===== src/rtl/tx_fifo_pkg.sv =====
// tx_fifo_pkg: shared defaults, word type and sizing helper for the transmit FIFO.
package tx_fifo_pkg;

    localparam int TX_DATA_WIDTH = 128;
    localparam int TX_ADDR_BITS  = 4;

    // Word type shared with the transmit serialiser.
    typedef logic [127:0] tx_word_t;

    // Number of bits needed to hold values 0..value-1.
    function automatic int clog2(input int value);
        int r;
        r = 0;
        for (int v = value - 1; v > 0; v = v >> 1) r++;
        return r;
    endfunction

endpackage


===== src/rtl/tx_fifo_strobe.sv =====
// tx_fifo_strobe: request qualifier, rising-edge or level strobe of a request input.
//   clk    : clock
//   n_rst  : asynchronous active-low reset
//   req_i  : raw request
//   stb_o  : qualified strobe (edge of req_i when EDGE_MODE=1, req_i itself otherwise)
module tx_fifo_strobe #(
    parameter bit EDGE_MODE = 1'b1
) (
    input  logic clk,
    input  logic n_rst,
    input  logic req_i,
    output logic stb_o
);

    logic prev_q;

    // prev_q resets low so a request held through reset release counts as one edge.
    always_ff @(posedge clk or negedge n_rst) begin
        if (!n_rst) prev_q <= 1'b0;
        else        prev_q <= req_i;
    end

    assign stb_o = EDGE_MODE ? (req_i & ~prev_q) : req_i;

endmodule


===== src/rtl/tx_stream_fifo.sv =====
// tx_stream_fifo: parametrised show-ahead transmit FIFO with thresholds and sticky error flags.
//   clk, n_rst            : clock, asynchronous active-low reset
//   write_enable/_data    : write request and word
//   read_enable/read_data : pop request and head word (show-ahead)
//   err_clear             : synchronous clear of overflow/underflow
//   fifo_empty/fifo_full, almost_full/almost_empty, count : occupancy status
//   overflow/underflow    : sticky rejected-write / rejected-read flags
module tx_stream_fifo
    import tx_fifo_pkg::*;
#(
    parameter int DATA_WIDTH    = TX_DATA_WIDTH,
    parameter int ADDR_BITS     = TX_ADDR_BITS,
    parameter bit EDGE_MODE     = 1'b1,
    parameter int AFULL_THRESH  = (1 << ADDR_BITS) - 4,
    parameter int AEMPTY_THRESH = 4
) (
    input  logic                  clk,
    input  logic                  n_rst,
    input  logic                  write_enable,
    input  logic [DATA_WIDTH-1:0] write_data,
    input  logic                  read_enable,
    output logic [DATA_WIDTH-1:0] read_data,
    input  logic                  err_clear,
    output logic                  fifo_empty,
    output logic                  fifo_full,
    output logic                  almost_full,
    output logic                  almost_empty,
    output logic [ADDR_BITS:0]    count,
    output logic                  overflow,
    output logic                  underflow
);

    localparam int DEPTH = 1 << ADDR_BITS;
    localparam logic [ADDR_BITS:0]   DEPTH_C = (ADDR_BITS + 1)'(DEPTH);
    localparam logic [ADDR_BITS:0]   AF_C    = (ADDR_BITS + 1)'(AFULL_THRESH);
    localparam logic [ADDR_BITS:0]   AE_C    = (ADDR_BITS + 1)'(AEMPTY_THRESH);
    localparam logic [ADDR_BITS:0]   CNT_ONE = (ADDR_BITS + 1)'(1);
    localparam logic [ADDR_BITS-1:0] PTR_ONE = ADDR_BITS'(1);

    logic [DATA_WIDTH-1:0] mem_q [DEPTH];
    logic [ADDR_BITS-1:0]  wptr_q, wptr_d, rptr_q, rptr_d;
    logic [ADDR_BITS:0]    count_q, count_d;
    logic                  overflow_q, overflow_d, underflow_q, underflow_d;
    logic                  wr_stb, rd_stb, full, empty, wr_acc, rd_acc;

    tx_fifo_strobe #(.EDGE_MODE(EDGE_MODE)) u_wr_stb (
        .clk   (clk),
        .n_rst (n_rst),
        .req_i (write_enable),
        .stb_o (wr_stb)
    );

    tx_fifo_strobe #(.EDGE_MODE(EDGE_MODE)) u_rd_stb (
        .clk   (clk),
        .n_rst (n_rst),
        .req_i (read_enable),
        .stb_o (rd_stb)
    );

    always_comb begin
        full        = count_q == DEPTH_C;
        empty       = count_q == '0;
        // A write into a full FIFO still fits when a read frees the head slot in the same edge.
        wr_acc      = wr_stb & (~full | rd_stb);
        rd_acc      = rd_stb & ~empty;
        wptr_d      = wr_acc ? wptr_q + PTR_ONE : wptr_q;
        rptr_d      = rd_acc ? rptr_q + PTR_ONE : rptr_q;
        count_d     = (wr_acc & ~rd_acc) ? count_q + CNT_ONE :
                      (rd_acc & ~wr_acc) ? count_q - CNT_ONE : count_q;
        // A new error event takes priority over err_clear in the same cycle.
        overflow_d  = (wr_stb & full & ~rd_stb) | (overflow_q & ~err_clear);
        underflow_d = (rd_stb & empty) | (underflow_q & ~err_clear);
    end

    always_ff @(posedge clk or negedge n_rst) begin
        if (!n_rst) begin
            wptr_q      <= '0;
            rptr_q      <= '0;
            count_q     <= '0;
            overflow_q  <= 1'b0;
            underflow_q <= 1'b0;
        end else begin
            wptr_q      <= wptr_d;
            rptr_q      <= rptr_d;
            count_q     <= count_d;
            overflow_q  <= overflow_d;
            underflow_q <= underflow_d;
        end
    end

    // Storage carries no reset; stale words are unreachable once the pointers reset.
    always_ff @(posedge clk) begin
        if (wr_acc) mem_q[wptr_q] <= write_data;
    end

    assign read_data    = mem_q[rptr_q];
    assign count        = count_q;
    assign fifo_empty   = count_q == '0;
    assign fifo_full    = count_q == DEPTH_C;
    assign almost_full  = count_q >= AF_C;
    assign almost_empty = count_q <= AE_C;
    assign overflow     = overflow_q;
    assign underflow    = underflow_q;

endmodule

===== config.mk =====
export PLATFORM = sky130hd
export DESIGN_NAME = tx_stream_fifo
export DESIGN_NICKNAME = d
export VERILOG_FILES = /design/src/rtl/tx_fifo_pkg.sv /design/src/rtl/tx_fifo_strobe.sv /design/src/rtl/tx_stream_fifo.sv
export SDC_FILE = /design/constraint.sdc
export NUM_CORES = 2
export LEC_CHECK = 0
export CAP_MARGIN = 20
export CORE_MARGIN = 4
export CORE_UTILIZATION = 60
export CTS_CLUSTER_DIAMETER = 80
export DETAILED_ROUTE_END_ITERATION = 12
export GPL_TIMING_DRIVEN = 0
export PLACE_DENSITY = 0.81
export SLEW_MARGIN = 20
export SYNTH_ARGS = -nofsm -noshare
export SYNTH_HDL_FRONTEND = slang
export SYNTH_SLANG_ARGS = --single-unit

===== constraint.sdc =====
create_clock -name clk -period 20.2 [get_ports clk]
set_input_delay 4.04 -clock clk [delete_from_list [all_inputs] [get_ports clk]]
set_output_delay 4.04 -clock clk [all_outputs]
set_load 0.01 [all_outputs]

==> qor.csv <==
stage,metric,value,unit
drt,avgViaCountPerCell,6.58,
grt,grt_pass1_wl,291,mm
synth,synth_top_area_share,76.8,%
cts,cts-root-buf,clkbuf_16,
flow_run,drv_cap,0,
grt,grt_max_degree,23,
power,powerDensity,140,mW/mm2
placed_design,place_congestion,0.764,
run_status,status,finished clean,
grt,antenna_found_initial,27,
synth,yosysSeqAreaShare,77.4,%
worst_setup_path,startpoint_type,register,
worst_setup_path,path_class,reg -> out,
finish,syn_to_final_growth,17.1,%
drt,post_drt_wl_per_cell,30.9,um
synth,synth.distinct_cells,38,
synth,synthTopCellsByArea,"edfxtp_1 77%, mux4_2 7.2%, mux2i_1 4.8%",
die,die_w,373,um
worst_hold_path,hold_class,reg -> reg,
finish,multiInputGateArea,0.0170,mm2
timing,hold_viol,0,
cts,cts-buffers-inserted,195,
finish,nets,4684,
timing,timing.hold.ws,0.514,ns
synth,synth_nets,4050,
drt,drcViolationCount,0,
die,die_height,373,um
drt,drt-total-wl,200,mm
synth,synth.largest_area_cell,edfxtp_1,
timing,finalSetupTns,0,ns
worst_setup_path,crit_path_end_kind,output port,
synth,yosysMostFrequentCell,edfxtp_1,
drt,first_pass_iters,6,
worst_setup_path,crit_required,16.16,ns
power,vdd_ir_drop_max,120,uV
cts,clk_latency,0.80,ns
synth,syn_inst,3906,
die,io_pins,272,
timing,worstMarginPinSlew,1.01,ns
grt,grt_util_all_layers,28.4,%
placed_design,port_buffers,271,
cts,cts_resized,0,
finish,fill_cells,7447,
drt,drt_iter0_drc,5863,
finish,finalNonFillerCells,6465,
worst_setup_path,cp.arrival,4.24,ns
timing,fin_crit_sh,41.0,%
drt,vias,42500,
die,dieArea,0.139,mm2
drt,antenna_left,0,
worst_setup_path,worstPathMaxFanout,10,
die,start_util,60.7,%
cts,cts_sinks,2065,
timing,slew-limit-headroom,32.4,%
cts,tritoncts,built,
cts,cts-htree-levels,4,
timing,rsz0062_at_grt,false,
placed_design,dp_hpwl,127,mm
timing,timing.final.ws_setup,11.92,ns
synth,synthArstFlopShare,0.823,%
timing,fmax,121,MHz
timing,clock_skew,0.0271,ns
synth,ys_ff_latch,2065,
synth,ys.flop_type,edfxtp_1,
timing,slew_violations,0,
synth,yosys_warnings,0,
placed_design,place_ws,12.29,ns
synth,synth-edff-count,2048,
timing,finalSetupViolCount,0,
cts,clockBufferDepth,3,
grt,grt-ovfl-total,0,
cts,holdBufCountCts,0,
die,rows,133,
placed_design,dp_cells,6098,
power,leakage,31.0,nW
die,core,0.132,mm2
synth,synthTopCellsByCount,"2048 x edfxtp_1, 386 x mux2i_1, 256 x mux4_2",
grt,grt_pass1_vias,43300,
cts,postCtsSetupRepairBufs,0,
finish,drive_gt1_share,22.9,%
finish,regArea,0.0619,mm2
cts,clk_pin_slew,0.06,ns
synth,syn_avg_cell_area,20.5,um2
synth,syn_area,0.0800,mm2
timing,min_period,8.28,ns
finish,final_util,71.0,%
## final timing paths
| kind | cells after the start | endpoint | slack, ns | startpoint |
|---|---|---|---|---|
| max | 7 | read_data[50] | 11.92 | rptr_q[1] |
| min | 2 | underflow | 0.51 | underflow |
| max reg2reg | 12 | mem_q[2][75] | 16.25 | count[2] |
| min reg2reg | 2 | underflow | 0.51 | underflow |
| max in group asynchronous | 1 | wptr_q[0] | 15.82 | n_rst |
| min in group asynchronous | 1 | rptr_q[3] | 3.79 | n_rst |
## cell usage in the layout (no fill, tap or decap), types with 14 or more instances in the layout
cell,instances
a21oi_1,130
a221oi_2,126
a22oi_1,128
buf_1,14
buf_12,52
buf_16,33
buf_2,62
buf_4,99
buf_6,40
clkbuf_1,118
clkbuf_16,199
clkdlybuf4s50_1,271
clkinv_1,52
clkinv_2,28
dfrtp_1,17
diode_2,22
edfxtp_1,2048
mux2_2,129
mux2i_1,386
mux4_2,256
nand2_1,139
o21ai_0,228
o21ai_1,31
## where the power goes
group	switching [W]	internal, W
Combinational	0.00275	0.00193
Sequential	0.0000599	0.00494
Clock	0.00152	0.00195
## metal layers
metal,track usage [%],share of wire [%]
met3,6.63,11
met5,0,0.042
met2,45.8,49
met1,38.5,36
met4,10.2,3.7
## cell families (layout without fill, tap and decap cells)
family | after synthesis | count (layout) | share of synthesized area (%)
AOI/OAI and AO/OA | 651 | 651 | 6.08
and+or+nand+nor | 173 | 173 | 0.872
DFF | 2065 | 2065 | 77.4
adders and majority gates | 11 | 11 | 0.181
buffers and inverters | 225 | 1007 | 1.56
xor gates and xnor gates | 10 | 10 | 0.109
other | 0 | 22 | 0
muxes | 771 | 771 | 13.8
## through the flow
step	power, W	area [um2]
floorplan	0.00778	80000
global placement	0.00961	85000
detailed placement	0.00970	87700
CTS	0.0132	93700
global route	0.0136	93700
finish	0.0131	93700
## flip-flops by register name, indices dropped and copies added (netlist names)
register,flops
mem_q,2048
u_wr_stb.prev_q,1
count,5
underflow,1
overflow,1
u_rd_stb.prev_q,1
rptr_q,4
wptr_q,4
## final cells by class
class | count | share of cell area [%]
buffer | 217 | 1.30
antenna | 22 | 0.0587
sequential | 2065 | 66.1
clock inverter | 102 | 0.852
clock buffer | 243 | 5.50
multi-input combinational | 1616 | 18.1
timing repair buffer | 437 | 5.71
inverter | 8 | 0.0320
tap | 1755 | 2.34
## worst max-delay path: stages (launching register included)
cell	delay, ns
dfrtp_1	0.38
buf_2	0.23
buf_2	0.63
buf_1	0.74
mux4_2	0.43
a22oi_1	0.22
nand2_1	0.25
clkdlybuf4s50_1	0.56
Note: power is estimated with default switching activity, not from simulation.
